File: config.mk
export PLATFORM = sky130hd
export DESIGN_NAME = multi_sonar_scan_ctrl
export DESIGN_NICKNAME = d
export VERILOG_FILES = /design/src/rtl/sonar_pkg.sv /design/src/rtl/echo_width_meter.sv /design/src/rtl/multi_sonar_scan_ctrl.sv
export SDC_FILE = /design/constraint.sdc
export NUM_CORES = 1
export LEC_CHECK = 0
export CAP_MARGIN = 15
export CORE_MARGIN = 4
export CORE_UTILIZATION = 55
export CTS_CLUSTER_DIAMETER = 30
export CTS_CLUSTER_SIZE = 30
export DETAILED_ROUTE_END_ITERATION = 6
export GPL_TIMING_DRIVEN = 1
export HOLD_SLACK_MARGIN = 0.08
export MAX_ROUTING_LAYER = met4
export PLACE_DENSITY = 0.88
export SYNTH_ARGS = -nofsm -noshare
export SYNTH_HDL_FRONTEND = slang
export SYNTH_HIERARCHICAL = 1
export SYNTH_SLANG_ARGS = --single-unit
File: constraint.sdc
create_clock -name clk_50M -period 2.8 [get_ports clk_50M]
set_clock_uncertainty 0.05 [all_clocks]
set_input_delay 0.42 -clock clk_50M [delete_from_list [all_inputs] [get_ports clk_50M]]
set_output_delay 0.42 -clock clk_50M [all_outputs]
set_load 0.05 [all_outputs]
File: src/rtl/sonar_pkg.sv
// Shared definitions for the multi-channel sonar scan controller:
// FSM encodings, default 50 MHz timing constants and a sizing helper.
package sonar_pkg;

    typedef enum logic [2:0] {
        ST_IDLE    = 3'd0,
        ST_SELECT  = 3'd1,
        ST_WARM    = 3'd2,
        ST_TRIG    = 3'd3,
        ST_MEASURE = 3'd4,
        ST_REPORT  = 3'd5
    } sonar_state_e;

    localparam int DEF_WARM_CYC   = 50;
    localparam int DEF_TRIG_CYC   = 500;
    localparam int DEF_WINDOW_CYC = 2000000;

    function automatic int max3(input int a, input int b, input int c);
        int m;
        m = (a > b) ? a : b;
        return (m > c) ? m : c;
    endfunction

endpackage

File: src/rtl/echo_width_meter.sv
// Echo high-time meter: 2-flop synchroniser feeding a saturating counter.
// count_nxt_o is the value the counter takes at the next edge.
module echo_width_meter
    import sonar_pkg::*;
#(
    parameter int CNT_W = 22
) (
    input  logic             clk,
    input  logic             rst_n,
    input  logic             clr_i,
    input  logic             en_i,
    input  logic             echo_i,
    output logic [CNT_W-1:0] count_nxt_o
);

    logic [1:0]       sync_q;
    logic [CNT_W-1:0] count_q, count_d;

    always_comb begin
        count_d = count_q;
        if (clr_i) begin
            count_d = '0;
        end else if (en_i && sync_q[1] && (count_q != '1)) begin
            count_d = count_q + CNT_W'(1);
        end
    end

    // NOTE: state registers use non-blocking assignments so every flop samples pre-edge values.
    always_ff @(posedge clk or negedge rst_n) begin
        if (!rst_n) begin
            sync_q  <= 2'b00;
            count_q <= '0;
        end else begin
            sync_q  <= clr_i ? 2'b00 : {sync_q[0], echo_i};
            count_q <= count_d;
        end
    end

    assign count_nxt_o = count_d;

endmodule

File: src/rtl/multi_sonar_scan_ctrl.sv
// Round-robin ultrasonic scan controller: per enabled channel runs warm-up,
// trigger pulse and echo window, then reports count and proximity flags.
module multi_sonar_scan_ctrl
    import sonar_pkg::*;
#(
    parameter int NUM_CH     = 4,
    parameter int CNT_W      = 22,
    parameter int WARM_CYC   = DEF_WARM_CYC,
    parameter int TRIG_CYC   = DEF_TRIG_CYC,
    parameter int WINDOW_CYC = DEF_WINDOW_CYC,
    parameter int CH_W       = (NUM_CH > 1) ? $clog2(NUM_CH) : 1
) (
    input  logic              clk_50M,
    input  logic              reset,
    input  logic              mode_cont,
    input  logic              start,
    input  logic [NUM_CH-1:0] ch_en,
    input  logic [CNT_W-1:0]  thresh,
    input  logic [NUM_CH-1:0] echo_rx,
    output logic [NUM_CH-1:0] trigger,
    output logic [NUM_CH-1:0] near,
    output logic [NUM_CH-1:0] no_echo,
    output logic [CNT_W-1:0]  meas_cnt,
    output logic [CH_W-1:0]   meas_ch,
    output logic              meas_valid,
    output logic              busy,
    output logic [2:0]        state
);

    localparam int PH_W = $clog2(max3(WARM_CYC, TRIG_CYC, WINDOW_CYC) + 1);

    sonar_state_e      state_q, state_d;
    logic [PH_W-1:0]   phase_q, phase_d;
    logic [CH_W-1:0]   ptr_q, ptr_d;
    logic [NUM_CH-1:0] en_q, en_d;
    logic [NUM_CH-1:0] near_q, no_echo_q;
    logic [CNT_W-1:0]  meas_cnt_q;
    logic [CH_W-1:0]   meas_ch_q;
    logic              meter_clr, load_meas;
    logic [CNT_W-1:0]  count_nxt;
    logic [CH_W-1:0]   sel_hi, sel_lo, ptr_inc;
    logic              sel_hi_found, more_above;

    // Lowest enabled channel at/above the pointer, lowest overall for the wrap,
    // and whether the captured mask has anything beyond the current channel.
    always_comb begin
        sel_hi       = '0;
        sel_lo       = '0;
        sel_hi_found = 1'b0;
        more_above   = 1'b0;
        for (int i = NUM_CH - 1; i >= 0; i--) begin
            if (ch_en[i]) begin
                sel_lo = CH_W'(i);
                if (i >= int'(ptr_q)) begin
                    sel_hi       = CH_W'(i);
                    sel_hi_found = 1'b1;
                end
            end
            if (en_q[i] && (i > int'(ptr_q))) begin
                more_above = 1'b1;
            end
        end
    end

    assign ptr_inc = (int'(ptr_q) == NUM_CH - 1) ? '0 : ptr_q + CH_W'(1);

    always_comb begin
        state_d   = state_q;
        phase_d   = phase_q + PH_W'(1);
        ptr_d     = ptr_q;
        en_d      = en_q;
        meter_clr = 1'b0;
        load_meas = 1'b0;
        case (state_q)
            ST_IDLE: begin
                phase_d = '0;
                if (mode_cont || start) state_d = ST_SELECT;
            end
            ST_SELECT: begin
                phase_d = '0;
                en_d    = ch_en;
                if (ch_en == '0) begin
                    state_d = ST_IDLE;
                end else begin
                    ptr_d   = sel_hi_found ? sel_hi : sel_lo;
                    state_d = ST_WARM;
                end
            end
            ST_WARM: begin
                if (phase_q == PH_W'(WARM_CYC - 1)) begin
                    phase_d = '0;
                    state_d = ST_TRIG;
                end
            end
            ST_TRIG: begin
                if (phase_q == PH_W'(TRIG_CYC - 1)) begin
                    phase_d   = '0;
                    meter_clr = 1'b1;
                    state_d   = ST_MEASURE;
                end
            end
            ST_MEASURE: begin
                if (phase_q == PH_W'(WINDOW_CYC - 1)) begin
                    phase_d   = '0;
                    load_meas = 1'b1;
                    state_d   = ST_REPORT;
                end
            end
            ST_REPORT: begin
                phase_d = '0;
                ptr_d   = ptr_inc;
                state_d = (!more_above && !mode_cont) ? ST_IDLE : ST_SELECT;
            end
            default: begin
                phase_d = '0;
                state_d = ST_IDLE;
            end
        endcase
    end

    echo_width_meter #(
        .CNT_W(CNT_W)
    ) u_meter (
        .clk        (clk_50M),
        .rst_n      (reset),
        .clr_i      (meter_clr),
        .en_i       (state_q == ST_MEASURE),
        .echo_i     (echo_rx[ptr_q]),
        .count_nxt_o(count_nxt)
    );

    // NOTE: the result is captured from the meter's next value so it is already valid during REPORT.
    always_ff @(posedge clk_50M or negedge reset) begin
        if (!reset) begin
            state_q    <= ST_IDLE;
            phase_q    <= '0;
            ptr_q      <= '0;
            en_q       <= '0;
            near_q     <= '0;
            no_echo_q  <= '0;
            meas_cnt_q <= '0;
            meas_ch_q  <= '0;
        end else begin
            state_q <= state_d;
            phase_q <= phase_d;
            ptr_q   <= ptr_d;
            en_q    <= en_d;
            if (load_meas) begin
                meas_cnt_q <= count_nxt;
                meas_ch_q  <= ptr_q;
            end
            if (state_q == ST_REPORT) begin
                near_q[ptr_q]    <= (meas_cnt_q != '0) && (meas_cnt_q <= thresh);
                no_echo_q[ptr_q] <= (meas_cnt_q == '0);
            end
        end
    end

    // Trigger decodes straight from the state register so reset drops it asynchronously.
    assign trigger    = (state_q == ST_TRIG) ? (NUM_CH'(1) << ptr_q) : '0;
    assign near       = near_q;
    assign no_echo    = no_echo_q;
    assign meas_cnt   = meas_cnt_q;
    assign meas_ch    = meas_ch_q;
    assign meas_valid = (state_q == ST_REPORT);
    assign busy       = (state_q != ST_IDLE);
    assign state      = state_q;

endmodule

==> flow_summary.yaml, run 1 <==
status:
  status: "finished clean"
synth:
  yosys-top-cells-count: "dfrtp_1 (85), nor2_1 (60), nand2_1 (33)"
  ys_types: 59
  synthMuxAreaShare_pct: 8.58
  async_flop_share_pct: 100
  synth_compound_area_share_pct: 8.81
  synth_top_cell_by_area: "dfrtp_1"
  syn_area_per_cell_um2: 10.1
  synth_top_area_share_pct: 43.0
  synth_top_family_by_area: "simple AND/OR/NAND/NOR gates"
  synth-adder-area-share_pct: 7.59
  seq_area_frac_synth_pct: 43.0
  synthXorXnorAreaFrac_pct: 5.67
  synth_cells: 492
  netlist_top_cells_area: "dfrtp_1 (43%), ha_1 (7.6%), mux2_4 (5.2%)"
  synth_edf_count: 0
  synthesis.nets: 556
  yosysMostFrequentCell: "dfrtp_1"
  ys_seq_elements: 85
  synthFlopType: "dfrtp_1"
  syn_area_um2: 4940
  synth-simple-area-share_pct: 22.1
  ys_warn_count: 6
routing:
  drtIter0Drc: 249
  via_count: 4086
  wl_um: 12400
  first_pass_iters: 5
  viasPerCell: 5.93
  drc: 0
  drtAntennaViolNets: 0
  wl_per_cell_um: 17.9
worst_setup_path:
  cp.arrival_ns: 2.17
  end_kind: "output pin"
  setup.worst_path.class: "flip-flop to output pin"
  critPathSlowestCell: "clkdlybuf4s50_1"
  reg2reg_slack_ns: 0.18
  worstRegToRegCells: 8
  startpoint_type: "flip-flop"
  critical_path_peak_fanout: 6
  crit_chain: "buf_4 > nor2b_1 > and2_1 > clkdlybuf4s50_1"
  critPathRequiredTime_ns: 2.33
  slowest_delay_ns: 0.81
  reg2reg_to: "meas_cnt[19]"
  r2r_start: "phase_q[3]"
worst_hold_path:
  hp-start: "meas_ch[1]"
  min_to: "meas_ch[1]"
  hold_class: "flip-flop to flip-flop"
  worst_hold_path.num_cells: 2
power_and_ir_drop:
  p_leak_nw: 2.94
  power_mw: 3.11
  vdd_drop_max_mv: 0.480
  power_frac_comb_pct: 24.9
  power_density_nw_per_um2: 512
  netSwitchingFraction_pct: 33.7
  p_int_mw: 2.06
  clock_power_share_pct: 29.6
  power_switching_mw: 1.05
  pwr-share-seq_pct: 45.5
grt:
  use_met1_pct: 29.0
  grt_pass1_vias: 4339
  overflow: 0
  antenna_found_initial: 0
  gr-usage-met3_pct: 6.43
  track_usage_pct: 25.8
  met2_usage_pct: 45.0
  grt_busiest_layer: "met2"
  grt_max_degree: 46
  grt_pass1_wl_um: 20700
timing:
  setup_viol: 0
  period_share_pct: 94.5
  min_period_ns: 2.64
  hold_violations: 0
  fmax_ghz: 0.378
  rsz0062_at_grt: "false"
  relSlewSlack_pct: 52.3
  fin_tns_setup_ns: 0
  maxSlewViolCount: 0
  worst-slew-pin-transition_ns: 0.709
die:
  die-height_um: 103
  die_w_um: 103
  coreArea_um2: 8720
  ioPinCount: 75
  dieArea_um2: 10600
  start_util_pct: 56.7
  rows: 34
cts:
  cts_made_buffers: 9
  clkSinkCount: 85
  cts_setup_buffers: 0
  path_clk_slew_ns: 0.10
  cts-root-buf: "clkbuf_8"
  cts_tree: "built"
  h-tree-depth: 3
  clock_latency_ns: 0.37
  cts_buffer_depth: 2
placement:
  gp_congestion: 0.895
  io_buffer_count: 74
  dpl.hpwl_um: 9210
  dpl_cell_area_um2: 5830
finish:
  antenna_cells: 0
  nFillCells: 621
  fin_nets: 640
  multiInputGateArea_um2: 2620
  regArea_um2: 2130
  layout-drive-gt1-share_pct: 13.4
  area_growth_pct: 22.6
  fin_area_um2: 6060
job:
  maxCapViolCount: 0
-- how the worst max path moves through the flow --
stage / from / endpoint / slack (ns) / depth (start not counted)
after global placement: thresh[21] / near[1] / 0.29 / 8
after global routing: phase_q[3] / meas_cnt[19] / 0.008 / 8
after CTS: state[0] / trigger[3] / 0.003 / 5
final: state[1] / meas_valid / 0.16 / 4
after detailed placement: thresh[19] / near[0] / 0.23 / 9
after floorplan: state[0] / meas_cnt[15] / 0.04 / 11
-- critical path: cells and delay by family, from the launching register on --
family                 cells  cell delay, ns
DFF                        1            0.44
and+or+nand+nor            2            0.38
buffers and inverters      2            0.99
-- metrics by stage --
| step | hold slack (ns) | cells | utilization [%] | setup slack, ns |
|---|---|---|---|---|
| CTS | 0.459 | 689 | 69.3 | 0.00330 |
| finish | 0.457 | 689 | 69.5 | 0.155 |
| floorplan | 0.0744 | 492 | - | 0.0417 |
| global placement | 0.394 | 672 | 66.8 | 0.288 |
| global route | 0.486 | 689 | 69.5 | 0.00839 |
| detailed placement | 0.398 | 672 | 66.8 | 0.232 |
-- registers in the layout, indices dropped and copies added (netlist names) --
name / cells
meas_cnt: 22
u_meter/count_q: 22
phase_q: 21
near: 4
no_echo: 4
en_q: 3
state: 3
meas_ch: 2
ptr_q: 2
u_meter/sync_q: 2
-- metal layers --
layer	routed length, um	vias to the layer above
met5	0	-
met4	312	0
met3	567	29
met2	6520	152
met1	4950	1995
li1	-	1910
-- cells in the final DEF, fill, tap and decap left out, types with 13 or more instances in the layout --
cell | netlist | routed
mux2_2 | 13 | 13
nand3_1 | 16 | 16
nand2_1 | 33 | 33
nor4_1 | 15 | 15
xnor2_1 | 21 | 21
ha_1 | 30 | 30
buf_4 | 0 | 15
dfrtp_1 | 85 | 85
nand4_1 | 16 | 16
inv_1 | 31 | 31
nor2_1 | 60 | 60
a21oi_1 | 23 | 23
mux2_4 | 17 | 17
clkdlybuf4s50_1 | 0 | 69
-- final cells by class --
type / count / area share (%)
well taps: 108 / 2.23
multi-input cells: 360 / 43.1
flip-flops and latches: 85 / 35.1
inverters: 31 / 1.92
repair buffers: 89 / 14.2
clock inverters: 7 / 1.40
clock buffers: 9 / 2.04
-- timing repair --
item	4_1_cts	5_1_grt
hold buffers	1	0
endpoints found under the hold margin	43	0
setup endpoints to repair	1	14
resized for setup	1	5
pin swaps	0	0
-- power groups by stage --
stage	clock, mW	combinational [mW]	sequential [mW]
after global routing	0.993	0.840	1.43
after global placement	0	0.740	1.42
after detailed placement	0	0.764	1.43
after floorplan	0	0.487	1.43
final	0.920	0.773	1.41
after CTS	0.934	0.775	1.41
-- cells by family (layout without fill, tap and decap cells) --
logic type      count (synthesis)  count (layout)
compound gates                 66              66
xor+xnor                       32              32
fa+ha+maj                      30              30
buf+inv                        47             136
flops                          85              85
mux                            31              31
simple gates                  201             201
(Power assumes the default switching activity.)
==> run 2: changes to the inputs <==
--- a/config.mk
+++ b/config.mk
@@ -6,6 +6,7 @@
 export NUM_CORES = 1
 export LEC_CHECK = 0
 export CAP_MARGIN = 15
+export CORE_ASPECT_RATIO = 1.25
 export CORE_MARGIN = 4
 export CORE_UTILIZATION = 55
 export CTS_CLUSTER_DIAMETER = 30
==> constraint.sdc (replaced) <==
create_clock -name clk_50M -period 3 [get_ports clk_50M]
set_clock_uncertainty 0.05 [all_clocks]
set_input_delay 0.45 -clock clk_50M [delete_from_list [all_inputs] [get_ports clk_50M]]
set_output_delay 0.45 -clock clk_50M [all_outputs]
set_load 0.05 [all_outputs]
==> run 2 against run 1 <==
Against the previous run: total power down 8.0%; highest routed layer unchanged; sequential power is 6% lower; die area is essentially flat; critical endpoint is now trigger[3]; setup slack better by 0.065 ns; via count down 0.32%; clock-buffer cell count unchanged; register-to-register slack better by 0.06 ns; core utilization fell by 0.83 points.
==> flow_summary.yaml, run 2 (synthesis gave the netlist of run 1 again) <==
grt:
  track_usage_pct: 24.1
  grt_busiest_layer: "met2"
  use_met1_pct: 27.9
  grt_pass1_wl_um: 19800
  met2_usage_pct: 42.2
  overflow: 0
  antenna_found_initial: 0
  grt_max_degree: 86
  grt_pass1_vias: 4055
  gr-usage-met3_pct: 3.30
worst_setup_path:
  setup.worst_path.class: "flip-flop to output pin"
  critPathRequiredTime_ns: 2.50
  reg2reg_slack_ns: 0.24
  end_kind: "output pin"
  reg2reg_to: "meas_cnt[19]"
  critical_path_peak_fanout: 11
  worstRegToRegCells: 9
  r2r_start: "phase_q[9]"
  startpoint_type: "flip-flop"
  cp.arrival_ns: 2.28
finish:
  most-common-layout-cells: "dfrtp_1 (85), clkdlybuf4s50_1 (73), nor2_1 (59)"
  fin_nets: 633
  fin_area_um2: 6010
  antenna_cells: 0
  layout-drive-gt1-share_pct: 12.5
  layout.cells.most_common: "dfrtp_1"
  area_growth_pct: 21.5
cts:
  h-tree-depth: 3
  cts_made_buffers: 9
  cts_buffer_depth: 2
  cts-root-buf: "clkbuf_8"
  cts_setup_buffers: 0
  clock_latency_ns: 0.36
  clkSinkCount: 85
  cts_tree: "built"
  path_clk_slew_ns: 0.09
routing:
  via_count: 4073
  viasPerCell: 5.87
  drtIter0Drc: 258
  drc: 0
  wl_um: 12000
  drtAntennaViolNets: 0
  wl_per_cell_um: 17.2
  first_pass_iters: 5
timing:
  relSlewSlack_pct: 30.9
  worst-slew-pin-transition_ns: 1.04
  hold_violations: 0
  maxSlewViolCount: 0
  fin_tns_setup_ns: 0
  period_share_pct: 92.7
  rsz0062_at_grt: "false"
  worst_slack_ns: 0.220
  fmax_ghz: 0.360
  min_period_ns: 2.78
  setup_viol: 0
status:
  status: "finished clean"
power_and_ir_drop:
  p_leak_nw: 2.85
  power_density_nw_per_um2: 476
  vdd_drop_max_mv: 0.471
die:
  start_util_pct: 56.5
  dieArea_um2: 10600
  coreArea_um2: 8750
  ioPinCount: 75
  rows: 38
  die-height_um: 114
  die_w_um: 92.8
job:
  maxCapViolCount: 0
placement:
  dpl_cell_area_um2: 5800
  dpl.hpwl_um: 8540
  gp_congestion: 0.881
  io_buffer_count: 74
  post-place-ws_ns: 0.313
worst_hold_path:
  hold_class: "primary input to async pin"
-- run 2: power breakdown --
group / internal, mW / switching [mW]
Clock: 0.398 / 0.451
Combinational: 0.279 / 0.402
Sequential: 1.23 / 0.100
-- run 2: worst max-delay path: stages (launching register included) --
cell and delay, ns:
dfrtp_1 0.52, nand2_1 0.14, nor2_2 0.27, and2_1 0.18, clkdlybuf4s50_1 0.80
-- run 2: metrics by stage --
step | hold WS [ns] | utilization [%] | instances | total power, mW
after CTS | 0.244 | 68.6 | 694 | 2.87
after global placement | 0.402 | 66.3 | 678 | 1.99
final | 0.195 | 68.7 | 694 | 2.86
after detailed placement | 0.411 | 66.3 | 678 | 2.03
after floorplan | 0.104 | - | 492 | 1.79
after global routing | 0.282 | 68.7 | 694 | 2.99
-- run 2: layer usage --
layer	wire (um)	vias up
li1	-	1893
met5	0	-
met4	384	0
met2	6220	166
met3	643	37
met1	4710	1977
-- run 2: worst max-delay path by stage --
| stage | endpoint | cells past startpoint | from |
|---|---|---|---|
| floorplan | meas_cnt[15] | 11 | state[0] |
| global placement | meas_cnt[19] | 9 | phase_q[9] |
| detailed placement | meas_cnt[19] | 9 | phase_q[9] |
| CTS | trigger[3] | 4 | state[0] |
| global route | meas_cnt[20] | 9 | state[0] |
| finish | trigger[3] | 4 | state[0] |
-- run 2: area by class of cell --
cell class              count  area (um^2)
clock inverters             7         83.8
flip-flops and latches     85         2130
clock buffers               9          124
well taps                 120          150
repair buffers             82          798
inverters                  31          116
multi-input cells         360         2610
fillers                   638         2740
-- run 2: repair_timing --
item	CTS	global route
hold buffers	0	0
resized for setup	0	1
endpoints found under the setup margin	0	2
